===== config.mk =====
export PLATFORM = sky130hd
export DESIGN_NAME = fir_out_decim
export DESIGN_NICKNAME = d
export VERILOG_FILES = /design/src/rtl/fir_pkg.sv /design/src/rtl/sync_fifo.sv /design/src/rtl/fir_out_decim.sv
export SDC_FILE = /design/constraint.sdc
export NUM_CORES = 1
export LEC_CHECK = 0
export ABC_CLOCK_PERIOD_IN_PS = 2400
export CORE_MARGIN = 5
export CORE_UTILIZATION = 38
export DETAILED_ROUTE_END_ITERATION = 10
export GPL_TIMING_DRIVEN = 1
export PLACE_DENSITY = 0.7
export SETUP_SLACK_MARGIN = 0.4
export SYNTH_ARGS = -nofsm -noshare
export SYNTH_HDL_FRONTEND = slang
export SYNTH_SLANG_ARGS = --single-unit

===== constraint.sdc =====
create_clock -name clk -period 2.4 [get_ports clk]
set_clock_uncertainty 0.15 [all_clocks]
set_input_delay 0.48 -clock clk [delete_from_list [all_inputs] [get_ports clk]]
set_output_delay 0.48 -clock clk [all_outputs]
set_load 0.005 [all_outputs]

===== src/rtl/fir_pkg.sv =====
// Shared definitions for the FIR filter and the stages around it.
//   FIR_OUT_W   : width of the raw filter result
//   SAMPLE_W    : width of a finished output sample
//   fir_out_t   : signed raw filter result
//   sample_t    : signed output sample
//   round_sat() : round-half-up, arithmetic right shift, then saturate.
//                 It returns the limited value and a saturation indicator.
package fir_pkg;

  localparam int FIR_OUT_W = 32;
  localparam int SAMPLE_W  = 16;

  // Internal arithmetic width. It is wide enough that adding the rounding
  // term to any input up to 62 bits cannot overflow.
  localparam int CALC_W = 64;

  typedef logic signed [FIR_OUT_W-1:0] fir_out_t;
  typedef logic signed [SAMPLE_W-1:0]  sample_t;
  typedef logic signed [CALC_W-1:0]    calc_t;

  typedef struct packed {
    logic  sat;
    calc_t value;
  } round_sat_t;

  // Callers pass constant shift and outW values, so the variable shifts
  // below reduce to wiring.
  function automatic round_sat_t round_sat(input calc_t value,
                                           input int    shift,
                                           input int    outW);
    calc_t      rounded;
    calc_t      maxV;
    calc_t      minV;
    round_sat_t res;
    if (shift > 0) begin
      rounded = (value + (calc_t'(1) <<< (shift - 1))) >>> shift;
    end else begin
      rounded = value;
    end
    maxV      = (calc_t'(1) <<< (outW - 1)) - calc_t'(1);
    minV      = -(calc_t'(1) <<< (outW - 1));
    res.sat   = 1'b0;
    res.value = rounded;
    if (rounded > maxV) begin
      res.value = maxV;
      res.sat   = 1'b1;
    end else if (rounded < minV) begin
      res.value = minV;
      res.sat   = 1'b1;
    end
    return res;
  endfunction

endpackage


===== src/rtl/sync_fifo.sv =====
// Small synchronous FIFO with registered storage and count-based flags.
//   clk, rst : clock and asynchronous active-low reset
//   push_i   : write wdata_i. It is ignored when the FIFO is full, unless
//              a pop happens in the same cycle.
//   pop_i    : remove the head entry. It is ignored when the FIFO is empty.
//   wdata_i  : data to write
//   rdata_o  : head entry. When the FIFO is empty it holds the last value
//              popped, which is 0 after reset.
//   full_o   : FIFO is full
//   empty_o  : FIFO is empty
// DEPTH must be a power of two (at least 2) so that the pointers wrap on
// their own.
module sync_fifo #(
  parameter int WIDTH = 16,
  parameter int DEPTH = 4
) (
  input  logic             clk,
  input  logic             rst,
  input  logic             push_i,
  input  logic             pop_i,
  input  logic [WIDTH-1:0] wdata_i,
  output logic [WIDTH-1:0] rdata_o,
  output logic             full_o,
  output logic             empty_o
);

  localparam int PTR_W = $clog2(DEPTH);
  localparam int CNT_W = PTR_W + 1;

  logic [WIDTH-1:0] mem [DEPTH];
  logic [PTR_W-1:0] wrPtr_q, rdPtr_q;
  logic [CNT_W-1:0] count_q;
  logic [WIDTH-1:0] lastPop_q;
  logic             doPush, doPop;

  assign full_o  = (count_q == CNT_W'(DEPTH));
  assign empty_o = (count_q == '0);
  assign doPop   = pop_i && !empty_o;
  assign doPush  = push_i && (!full_o || doPop);
  assign rdata_o = empty_o ? lastPop_q : mem[rdPtr_q];

  // The storage array needs no reset: an entry is only read after it has
  // been written.
  always_ff @(posedge clk) begin
    if (doPush) begin
      mem[wrPtr_q] <= wdata_i;
    end
  end

  always_ff @(posedge clk or negedge rst) begin
    if (!rst) begin
      wrPtr_q   <= '0;
      rdPtr_q   <= '0;
      count_q   <= '0;
      lastPop_q <= '0;
    end else begin
      if (doPush) begin
        wrPtr_q <= wrPtr_q + 1'b1;
      end
      if (doPop) begin
        rdPtr_q   <= rdPtr_q + 1'b1;
        lastPop_q <= mem[rdPtr_q];
      end
      case ({doPush, doPop})
        2'b10:   count_q <= count_q + 1'b1;
        2'b01:   count_q <= count_q - 1'b1;
        default: count_q <= count_q;
      endcase
    end
  end

endmodule


===== src/rtl/fir_out_decim.sv =====
// Output stage for the 17-tap FIR. It discards the warm-up samples,
// decimates, rounds and saturates each kept sample, and buffers the
// results for a valid/ready consumer.
//   clk, rst   : clock and asynchronous active-low reset
//   din        : signed filter result (IN_WIDTH bits)
//   din_en     : input sample strobe
//   dout       : signed output sample (the FIFO head)
//   dout_valid : the FIFO holds at least one sample
//   dout_ready : the consumer takes dout this cycle
//   clr_flags  : synchronous clear of the sticky flags. A flag set in the
//                same cycle takes priority over the clear.
//   sat_flag   : sticky; a kept sample saturated
//   ovr_flag   : sticky; a kept sample was dropped because the FIFO was full
module fir_out_decim
  import fir_pkg::*;
#(
  parameter int IN_WIDTH   = FIR_OUT_W,
  parameter int OUT_WIDTH  = SAMPLE_W,
  parameter int SHIFT      = 16,
  parameter int DECIM      = 4,
  parameter int WARMUP     = 20,
  parameter int FIFO_DEPTH = 4
) (
  input  logic                        clk,
  input  logic                        rst,
  input  logic signed [IN_WIDTH-1:0]  din,
  input  logic                        din_en,
  output logic signed [OUT_WIDTH-1:0] dout,
  output logic                        dout_valid,
  input  logic                        dout_ready,
  input  logic                        clr_flags,
  output logic                        sat_flag,
  output logic                        ovr_flag
);

  localparam int WU_W = (WARMUP > 0) ? $clog2(WARMUP + 1) : 1;
  localparam int PH_W = (DECIM > 1) ? $clog2(DECIM) : 1;

  logic [WU_W-1:0]             warmCnt_q, warmCnt_d;
  logic [PH_W-1:0]             phase_q, phase_d;
  logic                        stageVld_q, stageVld_d;
  logic signed [OUT_WIDTH-1:0] stageData_q, stageData_d;
  logic                        satFlag_q, satFlag_d;
  logic                        ovrFlag_q, ovrFlag_d;

  logic                        warmDone, keep;
  logic                        fifoFull, fifoEmpty;
  logic                        push, pop, drop;
  round_sat_t                  rs;
  logic                        unusedBits;

  assign rs         = round_sat(calc_t'(din), SHIFT, OUT_WIDTH);
  assign unusedBits = ^rs.value[CALC_W-1:OUT_WIDTH];
  assign warmDone   = (warmCnt_q == WU_W'(WARMUP));

  // Warm-up counting, decimation phase and stage-register capture. The
  // phase counter only starts once warm-up is over, so the first sample
  // after warm-up always has phase 0 and is always kept.
  always_comb begin
    warmCnt_d   = warmCnt_q;
    phase_d     = phase_q;
    keep        = 1'b0;
    stageVld_d  = 1'b0;
    stageData_d = stageData_q;
    if (din_en) begin
      if (!warmDone) begin
        warmCnt_d = warmCnt_q + 1'b1;
      end else begin
        keep    = (phase_q == '0);
        phase_d = (phase_q == PH_W'(DECIM - 1)) ? '0 : phase_q + 1'b1;
      end
    end
    if (keep) begin
      stageVld_d  = 1'b1;
      stageData_d = rs.value[OUT_WIDTH-1:0];
    end
  end

  // FIFO handshake and sticky flags. A full FIFO can still accept the
  // staged sample when the consumer pops in the same cycle.
  always_comb begin
    pop       = !fifoEmpty && dout_ready;
    drop      = stageVld_q && fifoFull && !pop;
    push      = stageVld_q && !drop;
    satFlag_d = (satFlag_q && !clr_flags) || (keep && rs.sat);
    ovrFlag_d = (ovrFlag_q && !clr_flags) || drop;
  end

  always_ff @(posedge clk or negedge rst) begin
    if (!rst) begin
      warmCnt_q   <= '0;
      phase_q     <= '0;
      stageVld_q  <= 1'b0;
      stageData_q <= '0;
      satFlag_q   <= 1'b0;
      ovrFlag_q   <= 1'b0;
    end else begin
      warmCnt_q   <= warmCnt_d;
      phase_q     <= phase_d;
      stageVld_q  <= stageVld_d;
      stageData_q <= stageData_d;
      satFlag_q   <= satFlag_d;
      ovrFlag_q   <= ovrFlag_d;
    end
  end

  sync_fifo #(
    .WIDTH (OUT_WIDTH),
    .DEPTH (FIFO_DEPTH)
  ) u_fifo (
    .clk     (clk),
    .rst     (rst),
    .push_i  (push),
    .pop_i   (pop),
    .wdata_i (stageData_q),
    .rdata_o (dout),
    .full_o  (fifoFull),
    .empty_o (fifoEmpty)
  );

  assign dout_valid = !fifoEmpty;
  assign sat_flag   = satFlag_q;
  assign ovr_flag   = ovrFlag_q;

endmodule

==> out/metrics.yaml <==
status: "finished, violations left"
violations: "negative setup slack"
multi_input_area_mm2: 0.001868
initial_core_util_pct: 38.21
cap_violations: 0
grt_pass1_vias: 3345
synth_edf_count: 64
antenna_cells: 0
tightest_slew_ns: 0.3582
async_flop_share_pct: 43.36
clockRootBuffer: "clkbuf_16"
worst_setup_path_end_kind: "output port"
rows: 42
setup_ws_ns: -0.2696
fillers: 1055
gp_congestion: 0.8146
crit_fanout: 5
clock_latency_ns: 0.40
grt.total_usage_pct: 14.05
hold_path_class: "reg2reg"
io_buffers: 40
vdd_drop_max_mv: 0.4889
wire_per_inst_um: 16.89
synth.area.top_cells: "edfxtp_1, dfrtp_1, mux4_2"
power.internal_mw: 6.060
crit_type: "reg2out"
place_area_mm2: 0.005893
area_growth_pct: 40.29
synth_nets: 410
required_ns: 1.77
layout.nets: 510
drc: 0
start_kind: "register"
ant_nets: 0
wl_um: 11000
switching_share_pct: 28.66
vias: 3178
whs_ns: 0.3248
synth_warnings: 0
place_ws_ns: -0.2269
hold_violations: 0
ys_seq_area_share_pct: 62.96
powerDensity_mw_per_mm2: 1211
netlist_area_mm2: 0.005000
drive_gt1_share_pct: 34.53
critPathMaxStageDelay_ns: 0.55
cts_sinks: 113
dp.cells: 594
stdcell_count: 651
io_pins: 56
seqPwrFrac_pct: 35.4
grt_max_degree: 21
first_iter_violations: 231
synth_top_area_share_pct: 38.44
synth.distinct_cells: 45
cts-buffers-inserted: 17
yosys_most_used_dff: "edfxtp_1"
cp_num_buf_inv: 3
cts_tree: "done"
comb_power_share_pct: 36.6
setup_viol: 16
min_period_ns: 2.670
crit_family: "multiplexers"
core_region_area_mm2: 0.01309
die_x_um: 124.7
path_clk_slew_ns: 0.06
leakagePower_nw: 2.906
clkPwrFrac_pct: 27.9
vias_per_cell: 4.882
relSlewSlack_pct: 76.07
synth-seq-cells: 113
p_switching_mw: 2.435
syn_avg_cell_area_um2: 13.81
antenna_found_initial: 0
syn_inst: 362
grt_first_pass_wirelength_um: 16990
drv_slew: 0
seq_area_mm2: 0.003149
die_area_mm2: 0.01555
synth_area_leader_cell: "edfxtp_1"
grt-ovfl-total: 0
rsz0062_at_grt: "yes"
fin_crit_sh_pct: 111.2
path_cells: "buf_12 -> buf_16 -> mux4_2 -> mux2_4 -> buf_6"
crit_slowest_cell: "mux4_2"
cts.path.max_buffers: 2
timing.fmax_mhz: 374.6
design_area_mm2: 0.007014
hpwlAfterDp_um: 6321
drt-pass1-iter-count: 4
crit_arrival_ns: 2.04
htree_num_levels: 4
power_mw: 8.495
die_y_um: 124.7
-- cell usage after synthesis (2+ instances only) --
cell type,count
nand4_1,4
inv_1,16
and2_1,4
nand3_1,4
o21ai_0,5
a21oi_2,5
buf_2,5
xnor2_1,16
edfxtp_1,64
buf_4,2
mux4_2,16
ha_1,10
nor2_1,23
nor4_2,3
clkbuf_1,2
buf_6,3
nand4_2,2
dfrtp_1,49
xor2_1,9
a21oi_1,11
mux2_1,2
nor3_1,2
mux2_2,16
nand2_1,68
-- power by group through the flow --
stage                     clock network (mW)  registers (mW)  logic (mW)
final                                   2.37            3.01        3.11
after detailed placement                   0            3.01        2.37
after CTS                               2.40            3.00        3.09
after global placement                     0            2.96        2.30
after global routing                    2.51            3.07        3.37
after floorplan                            0            2.89        1.51
-- per-stage QoR --
| stage | utilization [%] | TNS [ns] |
|---|---|---|
| final | 53.60 | -3.726 |
| after global placement | 45.04 | -1.367 |
| after detailed placement | 45.04 | -1.478 |
| after global routing | 53.60 | -4.596 |
| after floorplan | - | 0 |
| after CTS | 52.19 | -3.402 |
-- worst min-delay path, delay by kind of cell (launching register included) --
| kind | cells | cell delay, ns |
|---|---|---|
| DFF | 1 | 0.34 |
| and+or+nand+nor | 2 | 0.10 |
-- registers in the layout, indices dropped and copies added (netlist names) --
| name | flops |
|---|---|
| phase_q | 2 |
| u_fifo.mem | 64 |
| stageData_q | 16 |
| ovr_flag | 1 |
| warmCnt_q | 5 |
| u_fifo.lastPop_q | 16 |
| sat_flag | 1 |
| u_fifo.rdPtr_q | 2 |
| stageVld_q | 1 |
| u_fifo.wrPtr_q | 2 |
| u_fifo.count_q | 3 |
-- worst paths after layout --
path | start | end | slack, ns | depth (start not counted)
worst min register to register | u_fifo.lastPop_q[0]$_DFFE_PN0P_ | u_fifo.lastPop_q[0]$_DFFE_PN0P_ | 0.32 | 2
worst max-delay path | u_fifo.rdPtr_q[0]$_DFFE_PN0P_ | dout[9] | -0.27 | 5
min in group asynchronous | rst | warmCnt_q[1]$_DFFE_PN0P_ | 0.33 | 2
worst min-delay path | u_fifo.lastPop_q[0]$_DFFE_PN0P_ | u_fifo.lastPop_q[0]$_DFFE_PN0P_ | 0.32 | 2
max in group asynchronous | rst | u_fifo.rdPtr_q[0]$_DFFE_PN0P_ | 1.20 | 3
worst max register to register | u_fifo.count_q[1]$_DFFE_PN0P_ | u_fifo.count_q[2]$_DFFE_PN0P_ | 0.11 | 12
-- cells in the final DEF, fill, tap and decap left out, types with 2 or more instances in the layout --
cell / netlist / routed
clkbuf_16: 0 / 22
and2_4: 0 / 4
nand3_2: 1 / 2
dlymetal6s2s_1: 0 / 2
dfrtp_1: 49 / 48
buf_12: 0 / 11
xor2_1: 9 / 9
a21oi_1: 11 / 11
xnor2_1: 16 / 16
clkinvlp_4: 0 / 3
mux2_4: 0 / 16
buf_16: 0 / 5
nand3_1: 4 / 3
inv_1: 16 / 15
edfxtp_1: 64 / 64
nor3_1: 2 / 2
a21oi_2: 5 / 5
o21ai_0: 5 / 4
clkbuf_1: 2 / 3
clkdlybuf4s50_1: 0 / 20
clkinv_2: 0 / 6
nand4_1: 4 / 4
nor2_1: 23 / 21
nand2_1: 68 / 68
mux2_2: 16 / 2
nand4_4: 1 / 3
mux4_2: 16 / 16
nor4_2: 3 / 2
buf_4: 2 / 27
ha_1: 10 / 8
buf_6: 3 / 22
-- layout make-up --
cell class | count | share of cell area (%)
clock buffers | 22 | 6.939
clock inverters | 10 | 1.177
inverters | 17 | 0.9811
multi-input cells | 220 | 26.63
flip-flops and latches | 113 | 44.90
well taps | 176 | 3.139
repair buffers | 93 | 16.23
-- per-layer routing --
metal	vias up	wire length (um)	track usage, %
met4	0	144	5.093
met3	15	537	4.031
met5	-	0	0
met2	96	5813	24.01
li1	1492	-	-
met1	1575	4502	16.89
-- kinds of logic after synthesis --
logic type	count (synthesis)	synth area share, %
DFF	113	62.96
buffers and inverters	29	2.903
adders and majority gates	11	2.903
AOI/OAI and AO/OA	25	3.053
muxes	34	11.26
xor gates and xnor gates	25	4.379
and+or+nand+nor	125	12.54
-- repair_timing --
action	in CTS	in global routing
endpoints found under the setup margin	19	99
hold buffers	1	0
resized for setup	114	16
pin swaps	6	13
buffers inserted	11	5
gates cloned	5	3
hold endpoints to repair	10	0
No activity file was read; power rests on OpenSTA's default activity.
